--- src/rtl/win_addr_gen.sv ---
// 2x2 window address generator: window position counters, tap read addressing, result write pointer.
// Optional protocol checker for the controller strobes is built when WIN_PROTO_CHK_EN is defined.
module win_addr_gen #(
   parameter int IMG_W    = 16,
   parameter int IMG_H    = 16,
   parameter int ADDR_W   = 9,
   parameter int IN_BASE  = 0,
   parameter int OUT_BASE = 256
) (
   input  logic              clk,
   input  logic              rst,
   input  logic              pixel_cnt_en,
   input  logic              addr_cal_en,
   input  logic              read,
   input  logic              write,
   input  logic [3:0]        load,
   output logic [3:0]        col,
   output logic [3:0]        row,
   output logic [ADDR_W-1:0] mem_addr,
   output logic              mem_re,
   output logic              mem_we,
   output logic [1:0]        tap_idx,
   output logic              frame_done,
   output logic              err
);

   localparam int AW1 = ADDR_W + 1;

   // State encoding equals the tap index it expects (TL=3 .. BR=0).
   typedef enum logic [1:0] {
      EXPECT_TL = 2'd3,
      EXPECT_TR = 2'd2,
      EXPECT_BL = 2'd1,
      EXPECT_BR = 2'd0
   } tap_state_t;

   tap_state_t          state_reg;
   logic [3:0]          col_reg;
   logic [3:0]          row_reg;
   logic [ADDR_W-1:0]   wr_ptr_reg;
   logic                frame_done_reg;

   logic                rd_act;
   logic                wr_act;
   logic [1:0]          tap_enc;
   logic [AW1-1:0]      base_pos;
   logic [AW1-1:0]      wr_addr;
   logic [AW1-1:0]      tap_addr [4];

   assign wr_act = write & addr_cal_en & ~rst;
   assign rd_act = read & addr_cal_en & ~write & ~rst;

   // Lowest set bit of load wins when more than one is set.
   always_comb begin
      tap_enc = 2'd0;
      for (int i = 3; i >= 0; i--) begin
         if (load[i]) tap_enc = 2'(i);
      end
   end

   assign base_pos = AW1'(IN_BASE) + AW1'(row_reg) * AW1'(IMG_W) + AW1'(col_reg);
   assign wr_addr  = AW1'(OUT_BASE) + AW1'(wr_ptr_reg);

   genvar gi;
   generate
      for (gi = 0; gi < 4; gi++) begin : g_tap
         // Taps 3/2 sit on the top line, taps 2/0 are the right-hand column.
         localparam int OFF = (((gi >> 1) == 0) ? IMG_W : 0) + (((gi & 1) == 0) ? 1 : 0);
         assign tap_addr[gi] = base_pos + AW1'(OFF);
      end
   endgenerate

   always_comb begin
      mem_addr = '0;
      tap_idx  = 2'd0;
      if (wr_act) begin
         mem_addr = wr_addr[ADDR_W-1:0];
      end else if (rd_act) begin
         mem_addr = tap_addr[tap_enc][ADDR_W-1:0];
         tap_idx  = tap_enc;
      end
   end

   assign mem_re     = rd_act;
   assign mem_we     = wr_act;
   assign col        = col_reg;
   assign row        = row_reg;
   assign frame_done = frame_done_reg;

   always_ff @(posedge clk) begin
      if (rst) begin
         state_reg      <= EXPECT_TL;
         col_reg        <= '0;
         row_reg        <= '0;
         wr_ptr_reg     <= '0;
         frame_done_reg <= 1'b0;
      end else begin
         frame_done_reg <= 1'b0;
         if (wr_act) wr_ptr_reg <= wr_ptr_reg + 1'b1;
         if (pixel_cnt_en) begin
            state_reg <= EXPECT_TL;
            if (col_reg < 4'(IMG_W - 2)) begin
               col_reg <= col_reg + 4'd1;
            end else begin
               col_reg <= '0;
               if (row_reg < 4'(IMG_H - 2)) begin
                  row_reg <= row_reg + 4'd1;
               end else begin
                  // Frame end clears the result pointer even over a coincident write.
                  row_reg        <= '0;
                  wr_ptr_reg     <= '0;
                  frame_done_reg <= 1'b1;
               end
            end
         end else if (rd_act) begin
            case (state_reg)
               EXPECT_TL: state_reg <= EXPECT_TR;
               EXPECT_TR: state_reg <= EXPECT_BL;
               EXPECT_BL: state_reg <= EXPECT_BR;
               default:   state_reg <= EXPECT_TL;
            endcase
         end
      end
   end

`ifdef WIN_PROTO_CHK_EN
   logic       err_reg;
   logic [3:0] exp_load;
   logic       err_hit;

   assign exp_load = 4'b0001 << state_reg;
   assign err_hit  = (read & (load != exp_load))
                   | ((read | write) & ~addr_cal_en)
                   | (read & write)
                   | (write & (state_reg != EXPECT_TL));

   always_ff @(posedge clk) begin
      if (rst)          err_reg <= 1'b0;
      else if (err_hit) err_reg <= 1'b1;
   end

   assign err = err_reg;
`else
   assign err = 1'b0;
`endif

endmodule

--- config.mk ---
export PLATFORM = sky130hd
export DESIGN_NAME = win_addr_gen
export DESIGN_NICKNAME = d
export VERILOG_FILES = /design/src/rtl/win_addr_gen.sv
export SDC_FILE = /design/constraint.sdc
export NUM_CORES = 1
export LEC_CHECK = 0
export CAP_MARGIN = 20
export CORE_ASPECT_RATIO = 0.7
export CORE_MARGIN = 2
export CORE_UTILIZATION = 53
export CTS_BUF_LIST = sky130_fd_sc_hd__clkbuf_8
export DETAILED_ROUTE_END_ITERATION = 6
export GPL_TIMING_DRIVEN = 0
export PLACE_DENSITY_LB_ADDON = 0.12
export SLEW_MARGIN = 15
export SYNTH_ARGS = -nofsm -noshare
export SYNTH_HDL_FRONTEND = slang
export SYNTH_SLANG_ARGS = --single-unit
--- constraint.sdc ---
create_clock -name clk -period 4 [get_ports clk]
set_input_delay 0.8 -clock clk [delete_from_list [all_inputs] [get_ports clk]]
set_output_delay 0.8 -clock clk [all_outputs]
set_load 0.02 [all_outputs]
==> impl_metrics.tcl <==
set metrics [dict create \
    status "finished clean" \
    synth_ff_type "dfxtp_1" \
    cp.required_ns 3.20 \
    path_clk_slew_ns 0.06 \
    wl_per_cell_microns 14.46 \
    worstMarginPinSlew_ns 0.5367 \
    hold_path_class "flip-flop to flip-flop" \
    final_max_slew_viol_count 0 \
    ant_nets 0 \
    cp_max_fo 10 \
    root_buffer "clkbuf_8" \
    numCtsBuffers 3 \
    largest_reg_flops 9 \
    clock_sinks 18 \
    whs_path_depth 2 \
    finalPower_uw 368.0 \
    htreeDepth 1 \
    min_period_ns 3.928 \
    reg2reg_to "wr_ptr_reg[4]" \
    fin_skew_ns 0.005882 \
    start_util_pct 56.56 \
    drc 0 \
    cp.arrival_ns 3.13 \
    timing.final.ws_setup_ns 0.07198 \
    syn_to_final_growth_pct 31.83 \
    yosys_register_bits 18 \
    place.port_buffers 30 \
    finalSetupViolations 0 \
    synth_area_sq_um 1219 \
    synth_cell_types 42 \
    vias 1312 \
    synth_top_area_share_pct 29.57 \
    drt_first_iter_violations 112 \
    yosysWarnings 0 \
    final_nets 207 \
    synth_nets 172 \
    fp-row-count 14 \
    grt_setup_unrepaired "false" \
    antennaDiodeCount 0 \
    syn_area_per_cell_sq_um 7.713 \
    io_pins 33 \
    grt_pass1_vias 1126 \
    relSlewSlack_pct 63.98 \
    die-height_microns 44.12 \
    drive_gt1_share_pct 6.806 \
    synth_area_leaders "dfxtp_1, xor2_1, nor2_1" \
    leakagePower_uw 0.0005842 \
    ctsLongestPathBuffers 2 \
    coreArea_sq_um 2155 \
    antenna_found_initial 0 \
    path_class "input port to primary output" \
    dpl_cell_area_sq_um 1559 \
    dp_slack_ns -0.01720 \
    fin_crit_sh_pct 98.20 \
    p_per_area_nw_per_um2 229.1 \
    firstDrtPassIters 4 \
    cp-start-kind "input port" \
    place.gp.congestion 0.8993 \
    rr_worst_depth 5 \
    fmax_ghz 0.2546 \
    dp_hpwl_microns 2363 \
    die_x_microns 61.32 \
    tritoncts "yes" \
    hold_viol 0 \
    cap_violations 0 \
    r2r_start "col[2]" \
    routed_wirelength_microns 3225 \
    post_drt_via_cell_ratio 5.883 \
    grt-ovfl-total 0 \
    fp.dieArea_sq_um 2705 \
    synth_top_cell_by_area "dfxtp_1" \
    synth_cells 158 \
    grt_util_all_layers_pct 26.72 \
    ir_worst_vdd_v 0.0001787 \
    fin_area_sq_um 1607 \
    cts_hold_buffers 0 \
    synthArstFlopShare_pct 0 \
    grt_pass1_wl_microns 5257 \
    hold_start "wr_ptr_reg[8]" \
    grt_max_degree 11 \
    regToRegSetupSlack_ns 1.99 \
    min_to "wr_ptr_reg[8]" \
    synth.cells.most_frequent "dfxtp_1, nor2_1, nand2_1, a21oi_1, o21ai_0" \
    synth_edf_count 0 \
    final.setup.tns_ns 0 \
    clk_latency_ns 0.26 \
    end_kind "primary output" \
    ys_seq_area_share_pct 29.57 \
]
-- what timing repair did --
item | 4_1_cts | 5_1_grt
gates resized for setup | 1 | 1
setup buffers | 0 | 0
setup endpoints to repair | 1 | 1
-- area by class of cell --
cell class	instances	area (sq um)
Buffer	12	67.56
Fill cell	179	548.0
Timing Repair Buffer	30	300.3
Sequential cell	18	360.3
Tap cell	32	40.04
Multi-Input combinational cell	121	770.7
Inverter	7	26.28
Clock buffer	3	41.29
-- cells in the final DEF, fill, tap and decap left out, drive strengths merged --
cell           synthesis  layout
a211o                  1       1
a21boi                 1       1
a21oi                 12      12
a311oi                 1       1
a31oi                  1       1
a32oi                  1       1
a41oi                  2       2
and3                   4       4
and3b                  2       2
buf                    7       6
clkbuf                 5       9
clkdlybuf4s50          0      30
conb                   1       1
dfxtp                 18      18
ha                     4       4
inv                    7       7
mux2i                  2       2
nand2                 17      17
nand3                  1       1
nand3b                 4       4
nand4                  9       9
nand4b                 1       1
nor2                  18      18
nor2b                  1       1
nor3                   2       2
nor3b                  1       1
nor4                   1       1
nor4bb                 1       1
o2111ai                1       1
o211ai                 1       1
o21ai                 10      10
o21bai                 1       1
o31ai                  3       3
o41ai                  1       1
or3                    1       1
or4                    1       1
xnor2                  6       6
xor2                   8       8
-- where the power goes --
group / total, uW / switching [uW] / leakage, uW / internal, uW
logic: 55.7 / 30.1 / 0.000417 / 25.6
clock network: 129 / 61.5 / 0.0000216 / 67.1
registers: 184 / 2.33 / 0.000145 / 181
-- worst max-delay path: stages --
cell,delay [ns]
clkdlybuf4s50_1,0.43
nor2b_1,0.17
o21bai_2,0.23
clkbuf_4,0.26
nand4_1,0.17
o41ai_1,0.29
nand3b_1,0.18
clkdlybuf4s50_1,0.61
-- how the worst max path moves through the flow --
stage	startpoint	endpoint	slack, ns
after floorplan	load[3]	mem_addr[4]	1.08
after global placement	load[3]	mem_addr[7]	0.13
after detailed placement	load[3]	mem_addr[7]	-0.02
after CTS	load[3]	mem_addr[7]	0.1
after global routing	load[3]	mem_addr[7]	0.01
final	load[3]	mem_addr[7]	0.07
-- metal layers --
layer / vias to the layer above / track usage, % / wire, microns
li1: 622 / - / -
met5: - / 0 / 0
met4: 0 / 10.87 / 65
met2: 69 / 38.72 / 1453
met1: 615 / 37.95 / 1446
met3: 6 / 6.433 / 260
-- metrics by stage --
step                hold slack (ns)  util (%)  instances
detailed placement           0.4914     72.36        220
finish                       0.4948     74.56        223
CTS                          0.4981     74.45        223
global route                 0.5442     74.56        223
floorplan                    0.4533         -        158
global placement             0.4716     72.36        220
-- kinds of logic (layout without fill, tap and decap cells) --
kind of cell | after synthesis | after routing | synth area share [%]
xor gates and xnor gates | 14 | 14 | 10.06
DFF | 18 | 18 | 29.57
AOI/OAI and AO/OA | 36 | 36 | 18.28
muxes | 2 | 2 | 1.643
buffers and inverters | 19 | 52 | 7.495
other | 1 | 1 | 0.3077
and+or+nand+nor | 64 | 64 | 28.54
adders and majority gates | 4 | 4 | 4.107
No activity file was read; power rests on OpenSTA's default activity.
